--- config.mk ---
export PLATFORM = sky130hd
export DESIGN_NAME = instruction_store
export DESIGN_NICKNAME = d
export VERILOG_FILES = /design/src/rtl/instruction_store.sv
export SDC_FILE = /design/constraint.sdc
export NUM_CORES = 2
export LEC_CHECK = 0
export BUFFER_PORTS_ARGS = -buffer_cell sky130_fd_sc_hd__buf_4
export CAP_MARGIN = 20
export CORE_ASPECT_RATIO = 0.8
export CORE_MARGIN = 2
export CORE_UTILIZATION = 56
export CTS_CLUSTER_DIAMETER = 150
export CTS_CLUSTER_SIZE = 30
export DETAILED_ROUTE_END_ITERATION = 6
export HOLD_SLACK_MARGIN = 0.12
export PLACE_DENSITY = 0.74
export SETUP_SLACK_MARGIN = 0.5
export SYNTH_ARGS = -nofsm -noshare
export SYNTH_HDL_FRONTEND = slang
export SYNTH_SLANG_ARGS = --single-unit
--- constraint.sdc ---
create_clock -name clk -period 2.9 [get_ports clk]
set_input_delay 0.435 -clock clk [delete_from_list [all_inputs] [get_ports clk]]
set_output_delay 0.435 -clock clk [all_outputs]
set_load 0.01 [all_outputs]
--- src/rtl/instruction_store.sv ---
// Program memory plus valid/ready byte loader. The core is held in reset while a
// program loads, then instructions are served combinationally from pc.
//
// Handshake: a byte transfers on a rising edge when load_valid && load_ready.
// load_ready is high only in LOAD and never in the cycle load_start is
// asserted. A byte offered while load_ready is low is dropped with no effect.
module instruction_store #(
  parameter int          ADDR_WIDTH = 8,
  parameter logic [7:0]  FILL       = 8'h00
) (
  input  logic                  clk,
  input  logic                  reset,
  input  logic                  load_start,
  input  logic                  load_valid,
  input  logic [7:0]            load_data,
  input  logic                  load_last,
  output logic                  load_ready,
  input  logic [7:0]            pc,
  output logic [7:0]            instruction,
  output logic                  cpu_reset,
  output logic [ADDR_WIDTH:0]   program_length,
  output logic                  overflow,
  output logic [1:0]            o_dbg_state
);

  localparam int DEPTH = 2 ** ADDR_WIDTH;
  localparam int CW    = (ADDR_WIDTH + 1 > 8) ? ADDR_WIDTH + 1 : 8;

  typedef enum logic [1:0] {
    S_IDLE = 2'd0,
    S_LOAD = 2'd1,
    S_RUN  = 2'd2
  } state_t;

  state_t                r_state;
  logic [ADDR_WIDTH-1:0] r_wr_addr;
  logic [ADDR_WIDTH:0]   r_program_length;
  logic                  r_overflow;
  logic [7:0]            r_mem [DEPTH];

  logic                  w_accept;
  logic                  w_at_end;
  logic [ADDR_WIDTH:0]   w_next_len;
  logic [CW-1:0]         w_pc_ext;
  logic [CW-1:0]         w_len_ext;
  logic [ADDR_WIDTH-1:0] w_rd_addr;

  assign load_ready  = (r_state == S_LOAD) && !load_start;
  assign w_accept    = load_valid && load_ready;
  assign w_at_end    = &r_wr_addr;
  assign w_next_len  = {1'b0, r_wr_addr} + (ADDR_WIDTH + 1)'(1);

  always_ff @(posedge clk) begin
    if (reset) begin
      r_state          <= S_IDLE;
      r_wr_addr        <= '0;
      r_program_length <= '0;
      r_overflow       <= 1'b0;
    end else if (load_start) begin
      r_state          <= S_LOAD;
      r_wr_addr        <= '0;
      r_program_length <= '0;
      r_overflow       <= 1'b0;
    end else if (w_accept) begin
      r_wr_addr        <= r_wr_addr + 1'b1;
      r_program_length <= w_next_len;
      // The last memory slot ends the session; a missing load_last there means truncation.
      if (load_last || w_at_end) begin
        r_state <= S_RUN;
      end
      if (w_at_end && !load_last) begin
        r_overflow <= 1'b1;
      end
    end
  end

  // Memory is never cleared; stale bytes are hidden by the program_length bound.
  always_ff @(posedge clk) begin
    if (!reset && w_accept) begin
      r_mem[r_wr_addr] <= load_data;
    end
  end

  assign w_pc_ext    = CW'(pc);
  assign w_len_ext   = CW'(r_program_length);
  assign w_rd_addr   = ADDR_WIDTH'(pc);

  assign instruction = ((r_state == S_RUN) && (w_pc_ext < w_len_ext)) ? r_mem[w_rd_addr] : FILL;
  assign cpu_reset      = (r_state != S_RUN);
  assign program_length = r_program_length;
  assign overflow       = r_overflow;
  assign o_dbg_state    = r_state;

endmodule

==> flow_summary.toml <==
[sta]
fin_crit_sh_pct = 142
tns_ns = -8.95
rsz0062_at_grt = "true"
slew_headroom_pct = 25.4
skew_ns = 0.0504
drv_slew = 0
fin_crit_ns = 4.11
max_freq_mhz = 243
fin_ws_ns = -1.21
hold-worst-slack_ns = 0.160
setup_viol = 8
hold_viol = 0
worst_pin_slew_ns = 1.11

[floorplanning]
die_area_um2 = 148000
rows = 124
die_h_um = 344
initial_core_util_pct = 56.5
ios = 43
coreArea_um2 = 143000
die_w_um = 429

[clocking]
clkLatencyLatePin_ns = 0.76
cts_max_level = 3
clk_pin_slew_worst_paths_ns = 0.11
cts_buffers = 78
cts_buffer_depth = 3
clkSinkCount = 2060
root_buffer = "clkbuf_16"
cts_tree = "built"

[route]
num_vias = 45700
drtIter0Drc = 7862
dr.pass1.iters = 6
wl_per_cell_um = 33.4
wl_met3_um = 32400
top_layer_used = "met5"
routed_wl_um = 225000
routed-wl-met2_um = 99200
route.detailed.drc = 0
wirelength_met1_um = 85200
viasPerCell = 6.79
ant_nets = 0

[run_status]
status = "finished, violations left"
violations = "negative setup slack"

[synth]
avgSynthCellArea_um2 = 19.7
netlist-cell-type-count = 69
synth_area_um2 = 81100
ys_ff_latch = 2060
syn_nets = 4153
syn_inst = 4121
synthFlopType = "edfxtp_1"
yosys.area.top_type = "edfxtp_1"
synthArstFlopShare_pct = 0
yosysWarnings = 0
synth_top_cell_area_share_pct = 75.9
synth_edf_count = 2048
ys_seq_area_share_pct = 76.2
synth_area_leaders = "edfxtp_1 (76%), mux4_2 (9.7%), mux2i_1 (4.4%)"

[pwr]
pwr-share-comb_pct = 7.4
power.switching_uw = 10800
p_sw_share_pct = 21.5
p_clk_share_pct = 27.3
vdd.ir_drop.worst_uv = 553
p_seq_share_pct = 65.3
p_leak_uw = 0.0305
internal_power_uw = 39300
power.density_nw_per_um2 = 539

[setup_path]
cpPeakStageDelay_ns = 0.87
path_cells = "buf_8 > buf_4 > buf_12 > mux4_2 > o21ai_0 > a2111oi_4 > buf_4 > or4_4 > buf_6"
timing_worst_setup_path_type = "in2out"
critPathMaxFanout = 11
cp_top_family = "compound AO/OA/AOI/OAI gates"
cp_num_buf_inv = 5
crit_required_ns = 2.47
cp_common_cell = "buf_4"
crit_path_start_kind = "input port"
cp_slowest_cell = "o21ai_0"
crit_path_end_kind = "output port"
crit_arrival_ns = 3.67

[final_layout]
final_cell_mix = "edfxtp_1 (2,048), buf_4 (742), mux2i_1 (355), mux4_2 (349), nor2_1 (248)"
nFillCells = 9295
areaGrowthSynthToFinish_pct = 14.6
final_net_count = 4854
instances_no_fill = 6736
drive_gt1_share_pct = 30.5
finalInstanceArea_um2 = 92900
multi_input_area_um2 = 18500
mostFrequentLayoutCell = "edfxtp_1"
regArea_um2 = 61700

[placed_design]
dp_slack_ns = -1.42
dpl.hpwl_um = 151000
io_buffers = 42
placed_cells = 6620
gp_congestion = 0.941
dpl_cell_area_um2 = 90200

[global_routing]
grt_pass1_wl_um = 321000
grt_start_max_net_pins = 112
grt_antenna_before_repair = 7
grt.overflow.total = 0
grt_usage_pct = 30.5
grt_pass1_vias = 44300

[job]
maxCapViolations = 0

[worst_hold_path]
hp-class = "in2reg"
[worst paths after layout]
path,from,endpoint,slack (ns),cells past startpoint
worst min register to register,overflow,overflow,0.50,2
worst max-delay path,pc[0],instruction[0],-1.21,9
worst min-delay path,load_valid,program_length[8],0.16,4
worst max register to register,r_wr_addr[4],r_mem[1][7],0.48,8
[cell usage after synthesis, drive strengths merged (13+ instances only)]
library cell  number
o211ai            13
nand2             73
buf              139
inv               14
clkbuf           119
nand2b            17
o31ai             14
nor3              43
mux2i            355
edfxtp          2048
nor2             333
mux4             349
or2               21
a221o             49
o21ai             81
a22oi             55
a211oi            16
a21oi             70
nand3             49
a221oi           111
[logic make-up after synthesis]
group,Yosys count,share of synthesized area (%)
compound gates,487,4.44
xor+xnor,7,0.0756
fa+ha+maj,11,0.170
buf+inv,272,1.96
flops,2060,76.2
mux,706,14.1
simple gates,578,3.08
[flip-flops by register name, indices dropped and copies added, names as in the netlist]
signal / count
o_dbg_state: 2
overflow: 1
program_length: 2
r_mem: 2048
r_wr_addr: 7
[layout make-up]
| class | instances | area share (%) |
|---|---|---|
| Multi-Input combinational cell | 1790 | 20.0 |
| Clock buffer | 96 | 2.24 |
| Timing Repair Buffer | 878 | 8.68 |
| Sequential cell | 2060 | 66.5 |
| Inverter | 14 | 0.0619 |
| Clock inverter | 5 | 0.0498 |
| Antenna cell | 3 | 0.00808 |
| Tap cell | 1890 | 2.55 |
[timing repair]
action,4_1_cts,5_1_grt
resized for setup,82,27
pin swaps,14,7
hold endpoints to repair,9,0
buffers inserted,5,3
cloned,0,1
hold buffers,3,0
endpoints found under the setup margin,556,362
[worst min-delay path: stages]
cell and delay [ns]:
buf_4 0.13, nand2_4 0.15, a21oi_1 0.10, nor2_1 0.08
[routing by layer]
layer	global-route usage, %	up-vias
met3	9.22	468
met2	44.6	3450
met4	10.1	6
met5	0	-
li1	-	18200
met1	44.6	23600
[metrics by stage]
stage	util (%)	power [µW]
4_1_cts	64.7	50000
5_1_grt	64.8	51100
3_3_place_gp	62.9	36900
2_1_floorplan	-	35000
6_report	64.8	50100
3_5_place_dp	62.9	36900
[power groups by stage]
stage / clock (µW) / sequential, µW / combinational (µW)
3_3_place_gp: 0 / 33400 / 3500
6_report: 13700 / 32700 / 3700
5_1_grt: 14600 / 32700 / 3820
4_1_cts: 13700 / 32700 / 3610
3_5_place_dp: 0 / 33400 / 3570
2_1_floorplan: 0 / 33400 / 1670
No activity file was read; power rests on OpenSTA's default activity.
